--- config.mk ---
export PLATFORM = sky130hd
export DESIGN_NAME = register_file_sb
export DESIGN_NICKNAME = d
export VERILOG_FILES = /design/src/rtl/rv_pkg.sv /design/src/rtl/register_file_sb_scoreboard.sv /design/src/rtl/register_file_sb.sv
export SDC_FILE = /design/constraint.sdc
export NUM_CORES = 2
export LEC_CHECK = 0
export BUFFER_PORTS_ARGS = -buffer_cell sky130_fd_sc_hd__buf_2
export CORE_ASPECT_RATIO = 1.4
export CORE_MARGIN = 2
export CORE_UTILIZATION = 28
export CTS_CLUSTER_DIAMETER = 100
export DETAILED_ROUTE_END_ITERATION = 8
export GPL_TIMING_DRIVEN = 0
export PLACE_DENSITY = 0.41
export SLEW_MARGIN = 20
export SYNTH_ARGS = -nofsm -noshare
export SYNTH_HDL_FRONTEND = slang
export SYNTH_SLANG_ARGS = --single-unit
--- constraint.sdc ---
create_clock -name clk -period 3.3 [get_ports clk]
set_input_delay 0.165 -clock clk [delete_from_list [all_inputs] [get_ports clk]]
set_output_delay 0.165 -clock clk [all_outputs]
set_load 0.01 [all_outputs]
--- src/rtl/rv_pkg.sv ---
// Shared RV32 pipeline constants: data width, register-file geometry and the
// hard-wired zero register index.
package rv_pkg;

    localparam int XLEN = 32;
    localparam int NREG = 32;
    localparam int REG_AW = 5;
    localparam logic [REG_AW-1:0] REG_ZERO = 5'd0;

endpackage

--- src/rtl/register_file_sb_scoreboard.sv ---
// Pending-write scoreboard for long-latency (MUL/DIV) destinations.
// Holds one busy bit per architectural register (x0 never busy), releases a
// register combinationally in the cycle its writeback is presented, and raises
// the decode stall on RAW/WAW hazards against still-pending registers.
module register_file_sb_scoreboard
    import rv_pkg::*;
#(
    parameter int NREG = rv_pkg::NREG,
    parameter int AW   = rv_pkg::REG_AW
) (
    input  logic          clk,
    input  logic          rst,
    input  logic [AW-1:0] A1,
    input  logic [AW-1:0] A2,
    input  logic          RegWriteW,
    input  logic [AW-1:0] RdW,
    input  logic          IssueLongD,
    input  logic [AW-1:0] RdD,
    input  logic          CancelE,
    input  logic [AW-1:0] CancelRd,
    output logic          StallD
);

    localparam logic [AW-1:0] ZERO = AW'(REG_ZERO);

    logic [NREG-1:1] busy_q;
    logic [NREG-1:1] busy_d;
    logic [NREG-1:1] wb_hit;
    logic [NREG-1:1] cancel_hit;
    logic [NREG-1:0] eff_busy;
    logic            set_ok;

    // Per-register writeback/cancel decode; a writeback this cycle hides the busy bit.
    always_comb begin
        wb_hit     = '0;
        cancel_hit = '0;
        eff_busy   = '0;
        for (int r = 1; r < NREG; r++) begin
            wb_hit[r]     = RegWriteW && (RdW == AW'(r));
            cancel_hit[r] = CancelE && (CancelRd == AW'(r));
            eff_busy[r]   = busy_q[r] && !wb_hit[r];
        end
    end

    // Source reads and the decode destination both hazard against pending registers.
    assign StallD = eff_busy[A1] | eff_busy[A2] | (IssueLongD & eff_busy[RdD])
                  | ((RdD != ZERO) & eff_busy[RdD]);

    // A stalled issue must not claim its destination; x0 is never tracked.
    assign set_ok = IssueLongD && !StallD && (RdD != ZERO);

    // New ownership overrides a retiring or cancelled owner of the same register.
    always_comb begin
        busy_d = '0;
        for (int r = 1; r < NREG; r++) begin
            busy_d[r] = (set_ok && (RdD == AW'(r)))
                      || (busy_q[r] && !wb_hit[r] && !cancel_hit[r]);
        end
    end

    // Busy vector state; reset drops every pending destination at once.
    always_ff @(posedge clk or negedge rst) begin
        if (!rst) begin
            busy_q <= '0;
        end else begin
            busy_q <= busy_d;
        end
    end

endmodule

--- src/rtl/register_file_sb.sv ---
// RV32 architectural integer register file with write-through read ports and
// an integrated scoreboard that stalls decode on pending MUL/DIV results.
// x0 is not stored: it always reads zero and writes to it are dropped.
module register_file_sb
    import rv_pkg::*;
#(
    parameter int XLEN = rv_pkg::XLEN,
    parameter int NREG = rv_pkg::NREG,
    parameter int AW   = rv_pkg::REG_AW
) (
    input  logic            clk,
    input  logic            rst,
    input  logic [AW-1:0]   A1,
    input  logic [AW-1:0]   A2,
    output logic [XLEN-1:0] RD1,
    output logic [XLEN-1:0] RD2,
    input  logic            RegWriteW,
    input  logic [AW-1:0]   RdW,
    input  logic [XLEN-1:0] ResultW,
    input  logic            IssueLongD,
    input  logic [AW-1:0]   RdD,
    input  logic            CancelE,
    input  logic [AW-1:0]   CancelRd,
    output logic            StallD
);

    localparam logic [AW-1:0] ZERO = AW'(REG_ZERO);

    logic [XLEN-1:0] regs [1:NREG-1];

    // Register array: commit the writeback result, ignoring x0.
    always_ff @(posedge clk or negedge rst) begin
        if (!rst) begin
            for (int i = 1; i < NREG; i++) begin
                regs[i] <= '0;
            end
        end else if (RegWriteW && (RdW != ZERO)) begin
            regs[RdW] <= ResultW;
        end
    end

    // Read ports: x0 reads zero, a same-cycle writeback is forwarded ahead of the array.
    assign RD1 = (A1 == ZERO)                 ? '0
               : (RegWriteW && (RdW == A1))   ? ResultW
               :                                regs[A1];

    assign RD2 = (A2 == ZERO)                 ? '0
               : (RegWriteW && (RdW == A2))   ? ResultW
               :                                regs[A2];

    register_file_sb_scoreboard #(
        .NREG (NREG),
        .AW   (AW)
    ) u_sb (
        .clk        (clk),
        .rst        (rst),
        .A1         (A1),
        .A2         (A2),
        .RegWriteW  (RegWriteW),
        .RdW        (RdW),
        .IssueLongD (IssueLongD),
        .RdD        (RdD),
        .CancelE    (CancelE),
        .CancelRd   (CancelRd),
        .StallD     (StallD)
    );

endmodule
Word level (Yosys, flattened, before mapping):

Cells that the tools add are included.

* magnitude comparators: 7
* eq/ne operators: 95
* mux-type cells: 19
* bitwise gates (word level): 8
* reductions and logical operators: 259

Operators by type and width (count)
* 992-bit bitwise mux: 1
* 32-bit binary-select mux with 5-bit select: 2
* 32-bit 2-to-1 mux: 9
* 5-bit == test (second input constant): 48
* 1-bit logical AND: 161
* 32-bit demux with 5-bit select: 1
* 5-bit by 4-bit == test with 1-bit output (second input constant): 24
* 1-bit logical NOT: 63
* 5-bit by 3-bit == test with 1-bit output (second input constant): 12
* 1-bit logical OR: 31
* 5-bit by 2-bit == test with 1-bit output (second input constant): 6
* 6-bit >= comparator (second input constant): 3
* 5-bit by 6-bit < comparator with 1-bit output (second input constant): 3
* 5-bit inverter with 6-bit output: 3
* 1-bit binary-select mux with 5-bit select: 3
* 5-bit by 1-bit == test with 1-bit output (second input constant): 3
* 5-bit == test: 2
* 5-bit logical NOT: 2
* 5-bit nonzero test: 2
* 6-bit by 1-bit < comparator with 1-bit output (second input constant): 1
* 1-bit 2-to-1 mux: 3
* 1-bit bitwise OR: 3
* 1-bit AND: 2

* register bits after elaboration: 1023
* input port bits: 62
* output and inout port bits: 65
* word-level logic and storage cells: 420

Logic depth before layout (Yosys ltp):

* word-level depth: 14
* mapped depth: 12
* depth with buffers taken out: 7

Cells and area by module:

A second synthesis with hierarchy kept.

* cells, all modules: 3995
* area, all modules: 56583.0 um^2

By module, submodules not included
* register_file_sb: instances 1, cells each 3653, area an instance 53543.9 um^2, seq. area each 24823.8 um^2
* register_file_sb_scoreboard: instances 1, cells each 342, area an instance 3039.2 um^2, seq. area each 775.7 um^2

Least setup slack after synthesis:

Ideal clock, no wire load.

* path type: input port to output port
* from: in A2[0]
* to: out RD2[10]
* data arrival time: 2.418 ns
* data required time: 3.135 ns
* slack: 0.717 ns
* cell stages on the path: 9
* buffers on the path: 3
* cells stage by stage: buf_2 buf_2 buf_1 mux4_2 mux4_2 a21oi_1 nor2_1 a21oi_1 nor2_1

* cells in the longest elaborated chain, start to end: 6
* elaborated cells on any way between the ends: 9
* classes of those cells: eq/ne (1); mux (5); bitwise (1); reduce/logical (2)

RTL lines
* start, declared: RTL line register_file_sb.sv:14 `input logic [AW-1:0] A2,`
* 5-bit inverter with 6-bit output (not written as such): RTL line register_file_sb.sv:49 `: regs[A2];`
* 32-bit binary-select mux with 5-bit select: RTL line register_file_sb.sv:49
* 32-bit 2-to-1 mux (not written as such) (2 in series): RTL line register_file_sb.sv:49
* 32-bit 2-to-1 mux: RTL line register_file_sb.sv:48 `: (RegWriteW && (RdW == A2)) ? ResultW`
* 32-bit 2-to-1 mux *: RTL line register_file_sb.sv:47 `assign RD2 = (A2 == ZERO) ? '0`
* end, declared: RTL line register_file_sb.sv:16 `output logic [XLEN-1:0] RD2,`

Every way passes the cells marked *; elsewhere a longest branch is shown, timed or not. The select of a mux whose other input is x is not followed.

Final worst setup path:

* from: in RdW[0]
* to: out StallD

* cells in the longest elaborated chain, start to end: 9
* elaborated cells on any way between the ends: 135
* classes of those cells: eq/ne (31); mux (6); bitwise (5); reduce/logical (93)

RTL lines
* start, declared: RTL line register_file_sb.sv:18 `input logic [AW-1:0] RdW,`
* 5-bit by 1-bit == test with 1-bit output, or another cell as far along: RTL line register_file_sb_scoreboard.sv:39 `wb_hit[r] = RegWriteW && (RdW == AW'(r));`
* 1-bit logical AND: RTL line register_file_sb_scoreboard.sv:39
* 1-bit logical NOT: RTL line register_file_sb_scoreboard.sv:41 `eff_busy[r] = busy_q[r] && !wb_hit[r];`
* 1-bit logical AND: RTL line register_file_sb_scoreboard.sv:41
* 1-bit binary-select mux with 5-bit select (on tied branches): RTL line register_file_sb_scoreboard.sv:46, register_file_sb_scoreboard.sv:47
* 1-bit 2-to-1 mux (on tied branches): RTL line register_file_sb_scoreboard.sv:46, register_file_sb_scoreboard.sv:47
* 1-bit bitwise OR or 1-bit AND (tied branches): RTL line register_file_sb_scoreboard.sv:46 `assign StallD = eff_busy[A1] | eff_busy[A2] | (IssueLongD & eff_busy[RdD])`
* 1-bit bitwise OR: RTL line register_file_sb_scoreboard.sv:46
* 1-bit bitwise OR *: RTL line register_file_sb_scoreboard.sv:47 `| ((RdD != ZERO) & eff_busy[RdD]);`
* end, declared: RTL line register_file_sb.sv:24 `output logic StallD`

Marked as above.

==> results.ini <==
[status]
violations=setup timing
status=finished with violations

[yosys]
syn_inst=4370
yosysSeqAreaShare_pct=45.4
synth-edff-count=0
yosysWarnings=0
synth-seq-cells=1023
syn_nets=4432
ys_top_cells_by_area=dfrtp_1 (45%), mux4_2 (23%), mux2_2 (15%), nand2_1 (5.6%), clkbuf_1 (2.0%)
synthFlopType=dfrtp_1
syn_area_mm2=0.0564
postSynthAreaPerCell_um2=12.9
ys_types=63
synth_top_area_share_pct=45.4
yosys.area.top_type=dfrtp_1
async_flop_share_pct=100

[sta]
hold_ws_ns=0.0424
worst_clock_skew_ns=0.0228
slew_headroom_pct=12.2
rsz0062_at_grt=true
hold_violations=0
slew_viol_final=0
layout_setup_ws_ns=-0.152
period_minus_slack_ns=3.45
setup_viol=1
maxClockFrequency_mhz=290
timing.final.crit_share_pct=105
tightestPinTransition_ns=1.31

[worst_setup_path]
worstRegToRegCells=7
critPathCaptureType=primary output
r2r-end=u_sb.busy_q[25]$_DFF_PN0_
critPathMostFrequentCell=buf_2
reg2reg_slack_ns=0.73
critPathTopFamily=simple AND/OR/NAND/NOR gates
path_class=in2out
crit_chain=buf_2, nand2b_1, clkbuf_1, nor2_2, or3_1, a31oi_1, a32oi_1, o2111ai_2, buf_4, buf_2
r2r-start=u_sb.busy_q[17]$_DFF_PN0_
crit_slowest_cell=nor2_2
worstPathMaxFanout=10
critPathRequiredTime_ns=3.13
critPathArrivalTime_ns=3.29
critPathMaxStageDelay_ns=0.86
crit_buf_inv=4
cp-start-kind=input pin

[floorplanning]
ios=127
die_h_um=535
die_w_um=383
rows=195
start_util_pct=28.1
design.die.area_mm2=0.205
design.core.area_mm2=0.201

[worst_hold_path]
hp-class=in2reg
whs_endpoint=u_sb.busy_q[16]$_DFF_PN0_
min-delay-start=CancelRd[1]
min_path_cells=4

[pwr]
p_leak_nw=28.9
seqPwrFrac_pct=42.6
p_switching_w=0.0120
pwr-share-comb_pct=23.5
internal_power_w=0.0273
ir_worst_vdd_mv=0.422
pwr-share-clk_pct=33.9
switching_share_pct=30.5
cellPowerDensity_mw_per_mm2=592

[drt]
drc=0
avgRoutedWirePerCell_um=37.0
viasPerCell=5.66
drt_iter0_markers=4252
routed_wl_mm=274
vias=42000
antenna_violating_nets_post_route=0
firstDrtPassIters=7

[layout]
layout_common_cells=dfrtp_1 (1,023), nand2_1 (838), mux2_2 (772)
final_common_cell=dfrtp_1
fin_cells=7422
syn_to_final_growth_pct=17.8
drive_gt1_share_pct=41.9
fin_nets=4736
final_area_mm2=0.0665

[clocking]
clock_path_buffers=3
clock-sinks=1023
cts_tree=built
insertion_delay_ns=0.76
path_clk_slew_ns=0.07
cts_buffers=111
root_buffer=clkbuf_16
h-tree-depth=3

[global_routing]
grt_first_pass_wirelength_mm=372
antenna_found_initial=12
grt.total_usage_pct=26.5
grt_max_degree=122
first_global_vias=43300
grt_overflow=0

[placed_design]
numPlacedInstances=7176
gp_congestion=0.904
dp.final_hpwl_mm=191
place_area_mm2=0.0613
port_buffers=115
preCtsSetupSlack_ns=-1.72

[job]
cap_viol_max_count=0

[flip-flops by register name, indices dropped and copies added, names as in the netlist]
name	cells
regs	992
u_sb.busy_q	31
[metal layers]
layer | vias up | wire [µm] | track usage (%) | part of all wire [%]
met4 | 12 | 22000 | 17.4 | 8.0
li1 | 16700 | - | - | -
met2 | 1884 | 130000 | 43.4 | 47
met3 | 722 | 16800 | 4.71 | 6.1
met1 | 22700 | 106000 | 32.2 | 39
met5 | - | 77 | 0 | 0.028
[power groups by stage]
stage | clock [W] | sequential (W) | combinational [W]
after CTS | 0.0136 | 0.0167 | 0.00926
after detailed placement | 0 | 0.0169 | 0.00908
after global placement | 0 | 0.0168 | 0.00889
after global routing | 0.0140 | 0.0170 | 0.00983
after floorplan | 0 | 0.0163 | 0.00615
final | 0.0133 | 0.0168 | 0.00927
[kinds of logic after synthesis]
| logic type | Yosys count | synth area share (%) |
|---|---|---|
| DFF | 1023 | 45.4 |
| buffers and inverters | 450 | 3.18 |
| AOI/OAI and AO/OA | 277 | 3.36 |
| xor gates and xnor gates | 10 | 0.155 |
| muxes | 1404 | 39.2 |
| and+or+nand+nor | 1206 | 8.75 |
[how the worst max path moves through the flow]
| stage | startpoint | end | slack (ns) | depth (start not counted) |
|---|---|---|---|---|
| after floorplan | A2[0] | RD2[10] | 0.72 | 9 |
| after global placement | rst | regs[41]$_DFFE_PN0P_ | -22.92 | 1 |
| after detailed placement | A2[0] | RD2[10] | -1.72 | 13 |
| after CTS | A2[1] | RD2[24] | -0.009 | 12 |
| after global routing | RegWriteW | StallD | -0.1 | 10 |
| final | RdW[0] | StallD | -0.15 | 10 |
[what timing repair did]
action	CTS	global route
buffers inserted	0	0
hold buffers	47	0
gates resized for setup	253	95
setup endpoints to repair	65	50
pin swaps	2	1
hold endpoints to repair	546	0
[per-stage QoR]
step	utilization (%)	setup TNS, ns	total power, W
6_report	33.1	-0.152	0.0393
5_1_grt	33.1	-0.104	0.0409
4_1_cts	32.9	-0.00869	0.0395
3_5_place_dp	30.5	-70.84	0.0260
3_3_place_gp	30.0	-	0.0257
2_1_floorplan	-	0	0.0224
[worst register-to-register path, cell delays in order (launching register included)]
cell       delay (ns)
dfrtp_1          0.50
o21ai_0          0.19
mux4_2           0.49
nor3_1           0.22
nor4_2           0.13
o2111ai_2        0.41
buf_2            0.35
o22ai_1          0.14
[area by class of cell]
class | count | area [µm²]
tap | 2659 | 3330
antenna | 3 | 7.51
clock buffer | 155 | 3190
fill | 20200 | 135000
inverter | 9 | 33.8
timing repair buffer | 194 | 1830
buffer | 438 | 2690
sequential | 1023 | 25600
clock inverter | 44 | 548
multi-input combinational | 2897 | 29300
[cells in the mapped netlist (all sizes together) (8+ instances only)]
library cell and count:
a2111oi 11, a21oi 79, a221oi 12, a22o 21
a31oi 8, buf 144, clkbuf 297, dfrtp 1023
inv 8, mux2 772, mux2i 64, mux4 568
nand2 846, nand2b 11, nand3 29, nand4 8
nor2 206, nor2b 16, nor3 43, nor4 8
o2111ai 8, o211ai 14, o21ai 45, o22ai 9
o2bb2ai 32, xor2 8
Power figures use the tool's default switching activity.
